--- src/rtl/change_dispenser.sv ---
// ----------------------------------------------------------------------------
// change_dispenser
//
// Sits downstream of the vending control FSM. Every time the FSM enters its
// RETURN_CHANGE state, this block captures the inserted sum and the item
// price. If the customer paid enough, it pulses an item release. It then pays
// back the change (or the full sum when underpaid) one coin at a time, always
// choosing the largest coin that still fits. Coins go to the hopper over a
// valid/ready link. Any remainder smaller than the smallest coin is reported
// as residue, and completion is signalled by a one-cycle done pulse.
//
// Ports
//   clk         in   clock, rising edge
//   reset       in   synchronous, active-high reset
//   fsm_state   in   [2:0]   control FSM state
//   sum_money   in   [W-1:0] total inserted money
//   price       in   [W-1:0] price of the selected item
//   item_in     in   [1:0]   selected item index
//   coin_ready  in   hopper accepts a coin this cycle
//   coin_valid  out  coin request valid
//   coin_deno   out  [1:0]   coin code: 01 LO, 10 MID, 11 HI (00 when idle)
//   item_valid  out  one-cycle item-release pulse
//   item_id     out  [1:0]   item to release, qualified by item_valid
//   busy        out  transaction in progress
//   done        out  one-cycle completion pulse
//   residue     out  [W-1:0] unpaid remainder of the last transaction
// ----------------------------------------------------------------------------
module change_dispenser #(
    parameter int unsigned    W         = 5,
    parameter logic [W-1:0]   VAL_HI    = W'(20),
    parameter logic [W-1:0]   VAL_MID   = W'(10),
    parameter logic [W-1:0]   VAL_LO    = W'(5),
    parameter logic [2:0]     ST_RETURN = 3'd5
) (
    input  logic         clk,
    input  logic         reset,
    input  logic [2:0]   fsm_state,
    input  logic [W-1:0] sum_money,
    input  logic [W-1:0] price,
    input  logic [1:0]   item_in,
    input  logic         coin_ready,
    output logic         coin_valid,
    output logic [1:0]   coin_deno,
    output logic         item_valid,
    output logic [1:0]   item_id,
    output logic         busy,
    output logic         done,
    output logic [W-1:0] residue
);

    typedef enum logic [1:0] {
        S_IDLE,
        S_VEND,
        S_DISPENSE,
        S_DONE
    } state_t;

    state_t       state_q, state_d;
    logic [2:0]   prev_state_q;
    logic [W-1:0] remain_q, remain_d;
    logic [1:0]   item_q, item_d;
    logic         paid_q, paid_d;
    logic [W-1:0] residue_q, residue_d;

    logic         entry;
    logic         paid_now;
    logic [1:0]   pick_code;
    logic [W-1:0] pick_value;

    // A transaction starts only on the rising edge into RETURN_CHANGE.
    // An FSM that stays parked in that state therefore starts just one transaction.
    assign entry    = (fsm_state == ST_RETURN) && (prev_state_q != ST_RETURN);
    assign paid_now = (sum_money >= price);

    // Greedy coin choice from the registered remainder. Because it depends only
    // on state, the request stays stable until the hopper takes the coin.
    always_comb begin
        pick_code  = 2'b00;
        pick_value = '0;
        if (remain_q >= VAL_HI) begin
            pick_code  = 2'b11;
            pick_value = VAL_HI;
        end else if (remain_q >= VAL_MID) begin
            pick_code  = 2'b10;
            pick_value = VAL_MID;
        end else if (remain_q >= VAL_LO) begin
            pick_code  = 2'b01;
            pick_value = VAL_LO;
        end
    end

    always_ff @(posedge clk) begin
        if (reset) begin
            state_q      <= S_IDLE;
            prev_state_q <= 3'd0;
            remain_q     <= '0;
            item_q       <= 2'b00;
            paid_q       <= 1'b0;
            residue_q    <= '0;
        end else begin
            state_q      <= state_d;
            prev_state_q <= fsm_state;
            remain_q     <= remain_d;
            item_q       <= item_d;
            paid_q       <= paid_d;
            residue_q    <= residue_d;
        end
    end

    always_comb begin
        state_d    = state_q;
        remain_d   = remain_q;
        item_d     = item_q;
        paid_d     = paid_q;
        residue_d  = residue_q;
        coin_valid = 1'b0;
        coin_deno  = 2'b00;
        item_valid = 1'b0;
        item_id    = 2'b00;
        busy       = 1'b0;
        done       = 1'b0;

        case (state_q)
            S_IDLE: begin
                if (entry) begin
                    // Subtract only when paid, so an underpaid sum never wraps
                    // and is refunded in full instead.
                    paid_d   = paid_now;
                    remain_d = paid_now ? (sum_money - price) : sum_money;
                    item_d   = item_in;
                    state_d  = S_VEND;
                end
            end

            S_VEND: begin
                busy       = 1'b1;
                item_valid = paid_q;
                item_id    = paid_q ? item_q : 2'b00;
                // With no payable change, go straight to DONE so that done
                // appears two cycles after the entry edge.
                state_d    = (remain_q >= VAL_LO) ? S_DISPENSE : S_DONE;
            end

            S_DISPENSE: begin
                busy = 1'b1;
                if (remain_q >= VAL_LO) begin
                    coin_valid = 1'b1;
                    coin_deno  = pick_code;
                    if (coin_ready) begin
                        remain_d = remain_q - pick_value;
                    end
                end else begin
                    state_d = S_DONE;
                end
            end

            S_DONE: begin
                busy      = 1'b1;
                done      = 1'b1;
                residue_d = remain_q;
                state_d   = S_IDLE;
            end

            default: begin
                state_d = S_IDLE;
            end
        endcase
    end

    assign residue = residue_q;

endmodule
--- config.mk ---
export PLATFORM = sky130hd
export DESIGN_NAME = change_dispenser
export DESIGN_NICKNAME = d
export VERILOG_FILES = /design/src/rtl/change_dispenser.sv
export SDC_FILE = /design/constraint.sdc
export NUM_CORES = 1
export LEC_CHECK = 0
export ABC_AREA = 1
export BUFFER_PORTS_ARGS = -buffer_cell sky130_fd_sc_hd__buf_2
export CAP_MARGIN = 0
export CORE_UTILIZATION = 45
export CTS_BUF_LIST = sky130_fd_sc_hd__clkbuf_4 sky130_fd_sc_hd__clkbuf_8
export DETAILED_ROUTE_END_ITERATION = 6
export PLACE_DENSITY_LB_ADDON = 0.08
export SYNTH_ARGS = -nofsm -noshare
export SYNTH_HDL_FRONTEND = slang
export SYNTH_SLANG_ARGS = --single-unit
--- constraint.sdc ---
create_clock -name clk -period 4.2 [get_ports clk]
set_input_delay 0.42 -clock clk [delete_from_list [all_inputs] [get_ports clk]]
set_output_delay 0.42 -clock clk [all_outputs]
set_load 0.005 [all_outputs]
==> impl_results.md <==
* Nets@finish at 285
* Global placement routability congestion at 0.8768
* Leak at 0.9479 nW
* GRT Resource Usage Total at 0.1892
* Finish-stage setup viols at 0
* Worst Hold Slack at 0.3198 ns
* Drt pass-1 iters at 4
* Share of synthesized area occupied by flip-flops and latches at 0.2606
* Later-pin clock latency in the skew report at 0.30 ns
* Largest net degree at the start of global routing at 12
* Setup TNS at 0 ns
* DRT Wirelength at 2803 µm
* Actual transition at the worst max-transition pin at 0.3348 ns
* Resize count post-CTS at 0
* Max-capacitance violation count at 0
* Max-slew violations at 0
* Peak supply drop at 0.2646 mV
* Row cnt at 19
* Nature of the critical path startpoint: register
* Post-CTS Setup Bufs at 0
* Final critical delay including setup and external delays at 2.082 ns
* Die outline width at 57.43 µm
* Total CTS buffers at 3
* Class of the most critical hold timing path: input port to register
* Port buffer count at 30
* Filler instances at 324
* Cell Area, Synth at 0.001383 mm²
* Setup repair after global routing missed its margin: false
* Worst setup timing slack at the placement stage at 2.121 ns
* Count of cell types in the netlist at 23
* Floorplan die area at 0.003298 mm²
* CP arrival at 2.29 ns
* Vias in the first global route at 1231
* Initial DRC Count at 40
* Number of antenna cells inserted at 0
* IO Count at 31
* Worst Setup Slack, final at 2.118 ns
* Clk root buf: sky130_fd_sc_hd__clkbuf_4
* Crit-path max FO at 4
* Multi-input combinational cell area at 828.3 µm²
* Post-Synthesis Net Count at 252
* Hold-fix buffers, CTS at 0
* Worst Path Required at 4.41 ns
* Final count of hold timing violations at 0
* Clock tree from TritonCTS: built
* Area growth from synthesis to final layout at 15.75%
* Post-Syn Area per Cell at 6.313 µm²
* Wire length per cell at 9.940 µm
* Run status: finished, final reports clean
* Warnings, synthesis at 0
* Clock Sinks at 18
* DRC violations left at 0
* Worst Skew at 0.009523 ns
* ANT nets after route at 0
* Combined flip-flop and latch cell area at 360.3 µm²
* Starting density of the core at 0.4887
* Post-synthesis sequential element count at 18
* Final period util at 0.4957
* Die height at 57.43 µm
* Max-Slew Margin vs Limit at 0.7768
* HPWL after detailed placement at 2362 µm
* Global-route wire length before repair at 4988 µm
* Fraction of final layout cells with drive strength greater than 1 at 0.1793
* Total vias in the final route at 1345
* Ratio of total power to cell area at 664.1 mW/mm²
* Core area at 0.002829 mm²
* Maximum clock insertion buffer count at 2
* Number of levels in the clock H-tree at 1
* Antenna violations before repair at 0
* Post-synthesis cell count at 219
* Power Total at 1.063 mW
* Aggregate global routing overflow at 0
* Clock-pin slew of the registers on the worst-case setup and hold paths at 0.11 ns
* Peak Freq at 480.3 MHz
* CP endpoint kind: register
* CP Class: register to register
* Vias per cell at 4.770
[power breakdown]
group	total [mW]	internal (mW)	switching, mW
registers	0.253	0.218	0.0349
clock network	0.108	0.0529	0.0554
logic	0.702	0.262	0.440
[kinds of logic after synthesis]
| logic type | share of synthesized area |
|---|---|
| buffers and inverters | 0.1403 |
| DFF | 0.2606 |
| adders and majority gates | 0.1466 |
| xor gates and xnor gates | 0.006336 |
| and+or+nand+nor | 0.3258 |
| AOI/OAI and AO/OA | 0.1204 |
[final timing paths]
kind	start	to	slack [ns]	cells after the start
worst max-delay path	remain_q[1]$_SDFFE_PP0P_	remain_q[4]$_SDFFE_PP0P_	2.12	12
worst min-delay path	fsm_state[1]	prev_state_q[1]$_SDFF_PP0_	0.32	3
worst max register to register	remain_q[1]$_SDFFE_PP0P_	remain_q[4]$_SDFFE_PP0P_	2.12	12
worst min register to register	item_q[1]$_SDFFE_PP0P_	item_q[1]$_SDFFE_PP0P_	0.46	2
[metrics by stage]
step / instance area [µm²] / util / cells
finish: 1600 / 0.5657 / 282
CTS: 1600 / 0.5657 / 282
global route: 1600 / 0.5657 / 282
global placement: 1564 / 0.5529 / 278
floorplan: 1383 / - / 219
detailed placement: 1564 / 0.5529 / 278
[worst max-delay path: stages, from the launching register on]
cell	delay [ns]
sky130_fd_sc_hd__dfxtp_1	0.42
sky130_fd_sc_hd__inv_1	0.11
sky130_fd_sc_hd__a31oi_1	0.23
sky130_fd_sc_hd__inv_1	0.08
sky130_fd_sc_hd__nor2_1	0.12
sky130_fd_sc_hd__inv_1	0.11
sky130_fd_sc_hd__ha_1	0.33
sky130_fd_sc_hd__a21oi_1	0.21
sky130_fd_sc_hd__nand3b_1	0.10
sky130_fd_sc_hd__nand3_1	0.07
sky130_fd_sc_hd__nand3_1	0.07
sky130_fd_sc_hd__nor2_1	0.10
sky130_fd_sc_hd__nor2_1	0.04
[metal layers]
layer | vias to the layer above | global-route usage | share of wire
li1 | 741 | - | -
met1 | 581 | 0.2360 | 0.48
met2 | 21 | 0.3223 | 0.48
met3 | 2 | 0.04308 | 0.032
met4 | 0 | 0.05923 | 0.0075
met5 | - | 0 | 0
[placed cells by master (no fill, tap or decap), types with 2 or more instances in the layout]
cell / synthesis / layout
sky130_fd_sc_hd__nand3_1: 18 / 18
sky130_fd_sc_hd__nor2_1: 27 / 27
sky130_fd_sc_hd__a31oi_1: 2 / 2
sky130_fd_sc_hd__nand2_2: 3 / 3
sky130_fd_sc_hd__nor2_2: 2 / 2
sky130_fd_sc_hd__nand3b_1: 2 / 2
sky130_fd_sc_hd__nand2_1: 46 / 46
sky130_fd_sc_hd__inv_1: 46 / 46
sky130_fd_sc_hd__a21oi_1: 17 / 17
sky130_fd_sc_hd__ha_1: 13 / 13
sky130_fd_sc_hd__o21ai_0: 11 / 11
sky130_fd_sc_hd__nand2_4: 2 / 2
sky130_fd_sc_hd__clkbuf_4: 0 / 3
sky130_fd_sc_hd__buf_2: 0 / 30
sky130_fd_sc_hd__fa_1: 2 / 2
sky130_fd_sc_hd__dfxtp_1: 18 / 18
[registers in the layout (all words and copies together) (netlist names)]
signal	flops
item_q	2
state_q	2
paid_q	1
prev_state_q	3
remain_q	5
residue	5
[cell usage after synthesis]
cell                       number  area (µm²)
sky130_fd_sc_hd__ha_1          13       162.7
sky130_fd_sc_hd__nand3b_1       2       15.01
sky130_fd_sc_hd__a31oi_1        2       12.51
sky130_fd_sc_hd__nand3_1       18       90.09
sky130_fd_sc_hd__clkbuf_1       2       7.510
sky130_fd_sc_hd__nand2_1       46       172.7
sky130_fd_sc_hd__o21ai_0       11       55.05
sky130_fd_sc_hd__a21oi_2        1       8.760
sky130_fd_sc_hd__dfxtp_1       18       360.4
sky130_fd_sc_hd__nand2_2        3       18.77
sky130_fd_sc_hd__clkinv_1       1       3.750
sky130_fd_sc_hd__nor2_1        27       101.4
sky130_fd_sc_hd__inv_2          1       3.750
sky130_fd_sc_hd__fa_1           2       40.04
sky130_fd_sc_hd__inv_4          1       6.260
sky130_fd_sc_hd__nor2_2         2       12.51
sky130_fd_sc_hd__o21ai_1        1       5.000
sky130_fd_sc_hd__nand2_4        2       22.52
sky130_fd_sc_hd__inv_1         46       172.7
sky130_fd_sc_hd__xor2_1         1       8.760
sky130_fd_sc_hd__or2_1          1       6.260
sky130_fd_sc_hd__nor2_4         1       11.26
sky130_fd_sc_hd__a21oi_1       17       85.08
[cell type report]
type                            count  share of cell area
Tap cell                           31             0.02424
Sequential cell                    18              0.2252
Inverter                           49              0.1165
Multi-Input combinational cell    150              0.5176
Clock buffer                        4             0.02267
Timing Repair Buffer               30             0.09382
(Power assumes the default switching activity.)
